## src/rtl/nano_cpu_p.sv

```systemverilog
// nano_cpu_p: multi-cycle load/store CPU with a 4-entry register file,
// a 9-opcode ISA and a ready-handshaked memory port. Exports halt status,
// PC and a retired-instruction counter for debug.
module nano_cpu_p #(
  parameter int DW   = 16,
  parameter int AW   = 8,
  parameter int CNTW = 16
) (
  input  logic            ck,
  input  logic            rst,
  output logic [AW-1:0]   address,
  input  logic [DW-1:0]   dataR,
  output logic [DW-1:0]   dataW,
  output logic            ce,
  output logic            we,
  input  logic            mem_rdy,
  output logic            halted,
  output logic [AW-1:0]   pc,
  output logic [CNTW-1:0] retired
);

  typedef enum logic [3:0] {
    S_IDLE,
    S_FETCH,
    S_EXEC,
    S_LD,
    S_WR,
    S_ALU,
    S_JMP,
    S_BR,
    S_HALT
  } state_t;

  state_t        state;
  logic [DW-1:0] regs [4];
  logic [DW-1:0] ir;
  logic [AW-1:0] pc_q;

  // Instruction fields; bits above 15 never take part in decode.
  logic [3:0]    opcode;
  logic [AW-1:0] ir_addr;
  logic [1:0]    rsel_a;
  logic [1:0]    rsel_b;
  logic [1:0]    rsel_d;
  logic [DW-1:0] op_a;
  logic [DW-1:0] op_b;
  logic [DW-1:0] alu_res;
  logic [AW-1:0] pc_inc;
  logic [AW-1:0] next_pc;
  logic          retire;
  logic          unused_ir;

  assign opcode    = ir[15:12];
  assign ir_addr   = ir[AW+3:4];
  assign rsel_d    = ir[9:8];
  assign rsel_a    = ir[5:4];
  assign rsel_b    = ir[1:0];
  assign op_a      = regs[rsel_a];
  assign op_b      = regs[rsel_b];
  assign dataW     = op_b;
  assign pc        = pc_q;
  assign pc_inc    = pc_q + AW'(1);
  assign unused_ir = ^ir;

  // ALU datapath: operands are read before the destination is written, so
  // a destination that is also a source sees its old value.
  always_comb begin
    alu_res = '0;
    case (opcode)
      4'h4:    alu_res = op_a ^ op_b;
      4'h5:    alu_res = op_a - op_b;
      4'h6:    alu_res = op_a + op_b;
      4'h7:    alu_res[0] = (op_a < op_b);
      default: alu_res = '0;
    endcase
  end

  // Final-cycle detection and the PC that the retiring instruction leaves.
  always_comb begin
    next_pc = pc_inc;
    retire  = 1'b0;
    case (state)
      S_LD, S_WR: retire = mem_rdy;
      S_ALU:      retire = 1'b1;
      S_JMP: begin
        retire  = 1'b1;
        next_pc = ir_addr;
      end
      S_BR: begin
        retire = 1'b1;
        if (op_b != '0) next_pc = ir_addr;
      end
      default: retire = 1'b0;
    endcase
  end

  // Control FSM with registered memory-port outputs and architectural state.
  // Memory strobes are set on the transition into the access state so ce/we
  // are valid for the whole access without a combinational path from state.
  always_ff @(posedge ck or posedge rst) begin
    if (rst) begin
      state   <= S_IDLE;
      pc_q    <= '0;
      ir      <= '0;
      retired <= '0;
      address <= '0;
      ce      <= 1'b0;
      we      <= 1'b0;
      halted  <= 1'b0;
      for (int unsigned i = 0; i < 4; i++) regs[i] <= '0;
    end else begin
      case (state)
        S_IDLE: begin
          state   <= S_FETCH;
          ce      <= 1'b1;
          we      <= 1'b0;
          address <= pc_q;
        end
        S_FETCH: begin
          if (mem_rdy) begin
            ir    <= dataR;
            state <= S_EXEC;
            ce    <= 1'b0;
          end
        end
        S_EXEC: begin
          address <= ir_addr;
          case (opcode)
            4'h0: begin
              state <= S_LD;
              ce    <= 1'b1;
            end
            4'h1: begin
              state <= S_WR;
              ce    <= 1'b1;
              we    <= 1'b1;
            end
            4'h2:                   state <= S_JMP;
            4'h3:                   state <= S_BR;
            4'h4, 4'h5, 4'h6, 4'h7: state <= S_ALU;
            default: begin
              state  <= S_HALT;
              halted <= 1'b1;
            end
          endcase
        end
        S_LD, S_WR, S_ALU, S_JMP, S_BR: begin
          if (retire) begin
            if (state == S_LD)  regs[rsel_b] <= dataR;
            if (state == S_ALU) regs[rsel_d] <= alu_res;
            pc_q    <= next_pc;
            retired <= retired + CNTW'(1);
            state   <= S_FETCH;
            ce      <= 1'b1;
            we      <= 1'b0;
            address <= next_pc;
          end
        end
        S_HALT: begin
          halted <= 1'b1;
          ce     <= 1'b0;
          we     <= 1'b0;
        end
        default: begin
          state <= S_IDLE;
          ce    <= 1'b0;
          we    <= 1'b0;
        end
      endcase
    end
  end

endmodule

```

## config.mk

```make
export PLATFORM = sky130hd
export DESIGN_NAME = nano_cpu_p
export DESIGN_NICKNAME = d
export VERILOG_FILES = /design/src/rtl/nano_cpu_p.sv
export SDC_FILE = /design/constraint.sdc
export NUM_CORES = 1
export LEC_CHECK = 0
export CAP_MARGIN = 30
export CELL_PAD_IN_SITES_DETAIL_PLACEMENT = 1
export CELL_PAD_IN_SITES_GLOBAL_PLACEMENT = 1
export CORE_AREA = 4 4 132 134
export CTS_BUF_LIST = sky130_fd_sc_hd__clkbuf_16
export CTS_CLUSTER_SIZE = 10
export DETAILED_ROUTE_END_ITERATION = 12
export DIE_AREA = 0 0 136 138
export MAX_ROUTING_LAYER = met4
export PLACE_DENSITY_LB_ADDON = 0.1
export SLEW_MARGIN = 20
export SYNTH_ARGS = -nofsm -noshare
export SYNTH_HDL_FRONTEND = slang
export SYNTH_SLANG_ARGS = --single-unit
```

## constraint.sdc

```tcl
create_clock -name ck -period 6.8 [get_ports ck]
set_clock_uncertainty 0.05 [all_clocks]
set_input_delay 1.36 -clock ck [delete_from_list [all_inputs] [get_ports ck]]
set_output_delay 1.36 -clock ck [all_outputs]
set_load 0.02 [all_outputs]
```

# --- After elaboration in Yosys (flattened, before gate mapping) ---
# Cells that the tools add are included.
word_totals:
  out_inout_bits: 51
  in_bits: 19
  register_bits: 119
  word_cells: 104
op_classes:
  n_reduce_logical: 20
  order_cmp: 6
  n_eq_ne: 20
  n_bitwise: 6
  muxes: 36
  addsub: 4
ops:
  columns: ["cell", "count"]
  rows:
  - ["64-bit 2-to-1 mux", 4]
  - ["64-bit bitwise mux", 2]
  - ["16-bit 2-to-1 mux", 6]
  - ["16-bit binary-select mux with 2-bit select", 2]
  - ["16-bit demux with 2-bit select", 2]
  - ["15-bit one-hot mux with 3 select lines", 1]
  - ["4-bit one-hot mux with 5 select lines", 2]
  - ["4-bit by 3-bit == test with 1-bit output (second input constant)", 8]
  - ["8-bit one-hot mux with 3 select lines", 1]
  - ["16-bit by 1-bit adder with 16-bit output (second input constant)", 1]
  - ["16-bit adder", 1]
  - ["4-bit by 2-bit == test with 1-bit output (second input constant)", 4]
  - ["16-bit less-than comparator", 1]
  - ["8-bit 2-to-1 mux", 2]
  - ["8-bit one-hot mux with 2 select lines", 1]
  - ["16-bit nonzero test", 1]
  - ["16-bit subtractor", 1]
  - ["16-bit XOR", 1]
  - ["2-bit != test (second input constant)", 5]
  - ["3-bit >= comparator (second input constant)", 3]
  - ["2-bit NOT with 3-bit output", 3]
  - ["3-bit AND reduction", 3]
  - ["8-bit by 1-bit adder with 8-bit output (second input constant)", 1]
  - ["4-bit by 1-bit == test with 1-bit output (second input constant)", 2]
  - ["other kinds (18)", 34]

# --- Logic depth before layout (Yosys ltp) ---
# Gate-level depths: netlist of the first run.
depth:
  word_depth: 11
  depth_mapped: 14
  ltp_nobuf: 12

# --- Least setup slack after synthesis of the first run ---
# No wires, ideal clock.
synth_timing:
  path_type: "flip-flop to flip-flop"
  startpoint: "register ir[4]"
  endpoint: "register regs[15] (netlist bit)"
  stages_incl_launch_ff: 13
  path_buffers: 3
  period_less_slack_ns: 3.665
  setup_ns: 0.144
  slack_ns: 3.135
  required_ns: 6.606
  arrival_time_ns: 3.472
  cell_sequence: "dfrtp_1 clkbuf_1 clkbuf_1 mux4_2 ha_1 clkbuf_1 a21o_1 a31oi_1 nand4_1 a31oi_1 mux2_2 a311oi_1 a211oi_1"
synth_between:
  elab_chain_cells: 8
  word_cells_on_any_way: 10
  cone_classes: "add/sub: 2; mux: 6; bitwise: 2"
synth_lines:
  columns: ["element", "line_no", "rtl"]
  rows:
  - ["start: declaration", "36", "logic [DW-1:0] ir;"]
  - ["start signal: assignment", "121", "ir <= dataR;"]
  - ["2-bit NOT with 3-bit output (implied by the code) (*)", "58", "assign op_a = regs[rsel_a];"]
  - ["16-bit binary-select mux with 2-bit select (*)", "58", null]
  - ["16-bit 2-to-1 mux (implied by the code) (*) (2 in a row)", "58", null]
  - ["16-bit adder (tied with other cells)", "72", "4'h6: alu_res = op_a + op_b;"]
  - ["15-bit one-hot mux with 3 select lines (*)", "69", "case (opcode)"]
  - ["64-bit bitwise mux (*)", "150", "if (state == S_ALU) regs[rsel_d] <= alu_res;"]
  - ["64-bit 2-to-1 mux (*)", "150", null]
  - ["end signal: indexed assignment", "149", "if (state == S_LD) regs[rsel_b] <= dataR;"]
  - ["end signal: indexed assignment", "150", null]
  - ["end: declaration", "35", "logic [DW-1:0] regs [4];"]
# Mark *: on every way between the ends. The rest lies on a longest branch, timed or not. The select of a mux whose other input is x is not followed.
# A chain may end at the register's enable or synchronous reset.

# --- Worst setup path after layout of the first run ---
layout_timing:
  startpoint: "register ir[4]"
  endpoint: "register regs[30] (netlist bit)"
# The elaborated chain is that of the path after synthesis.

==> impl_metrics.tcl, run 1 <==
set metrics [dict create \
    setup_tns_ps 0 \
    rows 47 \
    path_cells "buf_8 -> mux4_2 -> inv_1 -> ha_1 -> inv_1 -> fa_1 -> a211oi_1 -> o21ai_0 -> a21oi_1 -> o311ai_0 -> mux2i_1 -> nor3_1 -> a21oi_1" \
    routedWlPerCell_um 25.1 \
    synth_nets 892 \
    crit_fanout 13 \
    finalCritPeriodShare_pct 67.0 \
    yosys_warnings 0 \
    syn_area_um2 7900 \
    r2r_start "ir[4]" \
    numCtsBuffers 17 \
    n_fill_cell 1835 \
    place.gp.congestion 0.886 \
    hold_class "reg2reg" \
    hp-start "retired[12]" \
    setup_viol 0 \
    final_layout_size_suffix_gt1_share_pct 12.2 \
    r2r_slack_ps 2240 \
    start_util_pct 48.5 \
    synth_edf_count 0 \
    worstHoldPathCells 1 \
    fmax_mhz 219 \
    ctsResizeCount 0 \
    dieArea_um2 18800 \
    postRouteAntennaNets 0 \
    cp.depth 13 \
    grt_pass1_wl_um 45000 \
    cpPeakStageDelay_ps 600 \
    path_class "reg2reg" \
    relSlewSlack_pct 28.9 \
    drt_iter0_drc 537 \
    grt_remaining_overflow 0 \
    r2r-end "regs[30]" \
    setup_ws_ps 2240 \
    pre_cts_ws_ps 2390 \
    cp-end-kind "flip-flop" \
    clockBufferDepth 2 \
    insertion_delay_ps 420 \
    antenna_found_initial 0 \
    routed_via_density 6.69 \
    synth_largest_area_cell "dfrtp_1" \
    worst-path-buf-inv 3 \
    cts_setup_buffers 0 \
    syn2layout_area_growth_pct 18.5 \
    core_area_um2 16300 \
    root_buffer "clkbuf_16" \
    whs_endpoint "retired[12]" \
    syn_inst 837 \
    dpl.hpwl_um 19700 \
    drc 0 \
    cts_tree "built" \
    hold_violations 0 \
    crit_slowest_cell "nor3_1" \
    num_io_pins 70 \
    outcome "finished clean" \
    synth.area.top_cells "dfrtp_1 (37%), mux4_2 (9.1%), a21oi_1 (5.6%), ha_1 (5.4%), o22ai_1 (4.7%)" \
    synth_flop_cell "dfrtp_1" \
    path_delay_family "compound AO/OA/AOI/OAI gates" \
    r2r_cells 13 \
    cp-start-kind "flip-flop" \
    synth_area_per_cell_um2 9.44 \
    portBuffers 69 \
    synth_seq_cells 117 \
    htree_levels 4 \
    crit_arrival_ps 4770 \
    finalWirelength_um 28100 \
    worstMarginPinSlew_ps 1070 \
    cts.hold.buffers_added 0 \
    finalMaxSlewViolations 0 \
    die_w_um 136 \
    clkSlewWorstSetupHoldPaths_ps 50 \
    nets 941 \
    yosys.area.top_type_share_pct 37.0 \
    die_h_um 138 \
    maxCapViolCount 0 \
    synth_cell_types 56 \
    first_global_vias 8030 \
    grt_setup_unrepaired "false" \
    dr.pass1.iters 5 \
    postSynth.asyncResetShare_pct 100 \
    period_needed_ps 4560 \
    ys_seq_area_share_pct 37.0 \
    grtUsageTotal_pct 31.3 \
    required_ps 7010 \
    vias 7483 \
    cts_sinks 117 \
    diodes 0 \
    grt_max_degree 72 \
]
==> logic make-up after synthesis <==
kind of cell / after synthesis / share of synthesized area, %
flip-flops: 117 / 37.0
AO/OA/AOI/OAI: 286 / 22.8
adder cells (fa/ha/maj): 36 / 5.89
XOR/XNOR: 27 / 2.99
AND/OR/NAND/NOR: 224 / 13.9
multiplexers: 57 / 12.6
buffers and inverters: 90 / 4.88
==> synthesized netlist by cell type (all sizes together), types with 12 or more instances <==
cell type / instances
dfrtp: 117
a21oi: 89
nand2: 63
o22ai: 60
clkbuf: 49
nor2: 48
o21ai: 38
ha: 34
mux4: 32
inv: 30
nor3: 28
xnor2: 21
a211oi: 18
mux2: 18
nand3: 16
a22oi: 14
nand2b: 13
nand4: 12
==> metrics by stage <==
| step | area [um2] | std cells | util, % | hold WS, ps |
|---|---|---|---|---|
| 2_1_floorplan | 7900 | 837 | - | 442 |
| 3_3_place_gp | 8690 | 1076 | 53.4 | 407 |
| 3_5_place_dp | 8750 | 1082 | 53.7 | 424 |
| 4_1_cts | 9290 | 1113 | 57.0 | 435 |
| 5_1_grt | 9360 | 1118 | 57.5 | 451 |
| 6_report | 9360 | 1118 | 57.5 | 430 |
==> worst max path at each step <==
stage                       endpoint  startpoint  slack (ps)
after floorplan           address[0]         rst        2290
after global placement      regs[46]       ir[4]        2270
after detailed placement    regs[14]       ir[4]        2390
after CTS                   regs[30]       ir[4]        2310
after global routing        regs[30]       ir[4]        2100
final                       regs[30]       ir[4]        2240
==> routing by layer <==
layer | global-route usage (%) | up-vias | wire length (um)
met5 | - | - | 0
met4 | 12.6 | 0 | 983
met3 | 5.63 | 80 | 1600
met2 | 49.5 | 324 | 14000
met1 | 39.8 | 3817 | 11600
li1 | - | 3262 | -
==> placed cells by master (no fill, tap or decap), types with 14 or more instances in the layout <==
cell	n
xnor2_1	21
clkbuf_16	17
mux2_2	18
a22oi_1	14
nand3_1	16
ha_1	34
o22ai_1	60
a21oi_1	85
mux4_2	32
clkdlybuf4s50_1	69
o21ai_0	38
nor2_1	48
a211oi_1	18
nand2_1	63
nor3_1	28
dfrtp_1	117
inv_1	31
==> flip-flops by register name, indices dropped and copies added, names as in the netlist <==
signal,count
address,8
ce,1
halted,1
ir,14
pc,8
regs,64
retired,16
state,4
we,1
==> final cells by class <==
class	instances	area [um2]	area share [%]
multi-input cells	630	4610	49.3
flip-flops and latches	117	2930	31.3
repair buffers	90	886	9.46
well taps	220	275	2.94
clock inverters	14	121	1.30
inverters	30	115	1.23
clock buffers	17	425	4.54
Power of run 1 is not shown: default switching activity piles up to over one toggle a cycle in this logic, so the estimate is an artifact.
==> run 2: changes to the inputs <==
--- a/config.mk
+++ b/config.mk
@@ -8,11 +8,11 @@
 export CAP_MARGIN = 30
 export CELL_PAD_IN_SITES_DETAIL_PLACEMENT = 1
 export CELL_PAD_IN_SITES_GLOBAL_PLACEMENT = 1
-export CORE_AREA = 4 4 132 134
+export CORE_AREA = 4 4 144 146
 export CTS_BUF_LIST = sky130_fd_sc_hd__clkbuf_16
 export CTS_CLUSTER_SIZE = 10
 export DETAILED_ROUTE_END_ITERATION = 12
-export DIE_AREA = 0 0 136 138
+export DIE_AREA = 0 0 148 150
 export MAX_ROUTING_LAYER = met4
 export PLACE_DENSITY_LB_ADDON = 0.1
 export SLEW_MARGIN = 20
==> constraint.sdc (replaced) <==
create_clock -name ck -period 3.8 [get_ports ck]
set_clock_uncertainty 0.05 [all_clocks]
set_input_delay 0.76 -clock ck [delete_from_list [all_inputs] [get_ports ck]]
set_output_delay 0.76 -clock ck [all_outputs]
set_load 0.02 [all_outputs]
==> impl_metrics.tcl, run 2 (synthesized netlist as in run 1, its figures left out) <==
set metrics [dict create \
    finalCritPeriodShare_pct 96.2 \
    insertion_delay_ps 420 \
    cts_tree "built" \
    cts_sinks 117 \
    portBuffers 69 \
    cp-start-kind "flip-flop" \
    num_io_pins 70 \
    htree_levels 4 \
    multi_input_area_um2 4650 \
    rows 51 \
    r2r_start "ir[0]" \
    period_needed_ps 3660 \
    regArea_um2 2930 \
    fmax_mhz 273 \
    grt_pass1_wl_um 45600 \
    n_fill_cell 2262 \
    path_class "reg2reg" \
    drc 0 \
    core_area_um2 19400 \
    required_ps 4010 \
    crit_arrival_ps 3870 \
    cp-end-kind "flip-flop" \
    grtUsageTotal_pct 27.2 \
    finalWirelength_um 28800 \
    setup_viol 0 \
    dpl.hpwl_um 20700 \
    clockBufferDepth 2 \
    clkSlewWorstSetupHoldPaths_ps 50 \
    routedWlPerCell_um 24.3 \
    largest_register_ffs 64 \
    reg_top3 "regs (64), retired (16), ir (14)" \
    r2r-end "regs[15]" \
    die_h_um 150 \
    maxCapViolCount 0 \
    layout_commonest_cell "dfrtp_1" \
    worstMarginPinSlew_ps 977 \
    syn2layout_area_growth_pct 21.9 \
    dieArea_um2 22200 \
    grt_max_degree 118 \
    antenna_found_initial 0 \
    grt_remaining_overflow 0 \
    place.gp.congestion 0.927 \
    diodes 0 \
    final_layout_size_suffix_gt1_share_pct 15.3 \
    whs_endpoint "retired[15]" \
    nets 963 \
    hp-start "retired[15]" \
    first_global_vias 7932 \
    grt_setup_unrepaired "false" \
    routed_via_density 6.28 \
    relSlewSlack_pct 34.4 \
    die_w_um 148 \
    hold_class "reg2reg" \
    r2r_cells 13 \
    numCtsBuffers 17 \
    worstHoldPathCells 1 \
    root_buffer "clkbuf_16" \
    final_cell_mix "dfrtp_1 (114), a21oi_1 (88), clkdlybuf4s50_1 (69)" \
    drt_iter0_drc 459 \
    crit_fanout 10 \
    start_util_pct 40.7 \
    hold_violations 0 \
    finalMaxSlewViolations 0 \
    regMostFlops "regs" \
    vias 7453 \
    setup_tns_ps 0 \
    outcome "finished clean" \
    postRouteAntennaNets 0 \
    dr.pass1.iters 4 \
    r2r_slack_ps 140 \
]
run 2: cell count changes in the layout (fill, tap and decap cells not counted), sizes merged:
cell      delta
buf         +22
clkinvlp     +3
inv          -2
run 2: layer usage:
| layer | routed length (um) | vias up | GRT usage, % |
|---|---|---|---|
| li1 | - | 3317 | - |
| met1 | 12300 | 3773 | 34.4 |
| met2 | 14000 | 300 | 44.0 |
| met3 | 1680 | 63 | 4.69 |
| met4 | 897 | 0 | 10.6 |
| met5 | 0 | - | - |
run 2: final cells by class:
type | count | area share [%]
well taps | 265 | 3.44
inverters | 30 | 1.21
flip-flops and latches | 117 | 30.4
repair buffers | 112 | 10.8
multi-input cells | 630 | 48.3
clock buffers | 17 | 4.42
clock inverters | 15 | 1.44
run 2: how the worst max path moves through the flow:
stage                      from  slack (ps)        to
after detailed placement  ir[0]         -50  regs[63]
final                     ir[0]         140  regs[15]
after global placement    ir[0]          40  regs[63]
after CTS                 ir[4]          30  regs[63]
after floorplan           ir[4]         130  regs[15]
after global routing      ir[0]           4  regs[63]
run 2: repair_timing:
action / 4_1_cts / 5_1_grt
buffers inserted: 0 / 4
endpoints found under the setup margin: 8 / 27
hold buffers: 0 / 0
gates cloned: 0 / 0
endpoints found under the hold margin: 0 / 0
resized for setup: 3 / 11
pin swaps: 0 / 1
run 2: through the flow:
step | util, % | cells | hold slack [ps] | worst slack (ps) | area [um2]
floorplan | - | 837 | 442 | 135 | 7910
global placement | 46.3 | 1149 | 407 | 40.7 | 8980
detailed placement | 46.3 | 1150 | 415 | -45.5 | 8990
CTS | 49.3 | 1182 | 427 | 32.5 | 9560
global route | 49.7 | 1186 | 443 | 3.84 | 9630
finish | 49.7 | 1186 | 424 | 143 | 9630
run 2: worst max-delay path, stage by stage (launching register included):
cell      delay [ps]
dfrtp_2          430
buf_4            190
buf_4            230
mux4_2           420
inv_1             90
ha_1             240
a21o_1           230
a31oi_1          240
nand4_1          210
a31oi_1          260
mux2_2           360
a311oi_2         280
buf_4            200
a211oi_1          60
Power of run 2 is left out for the same reason.
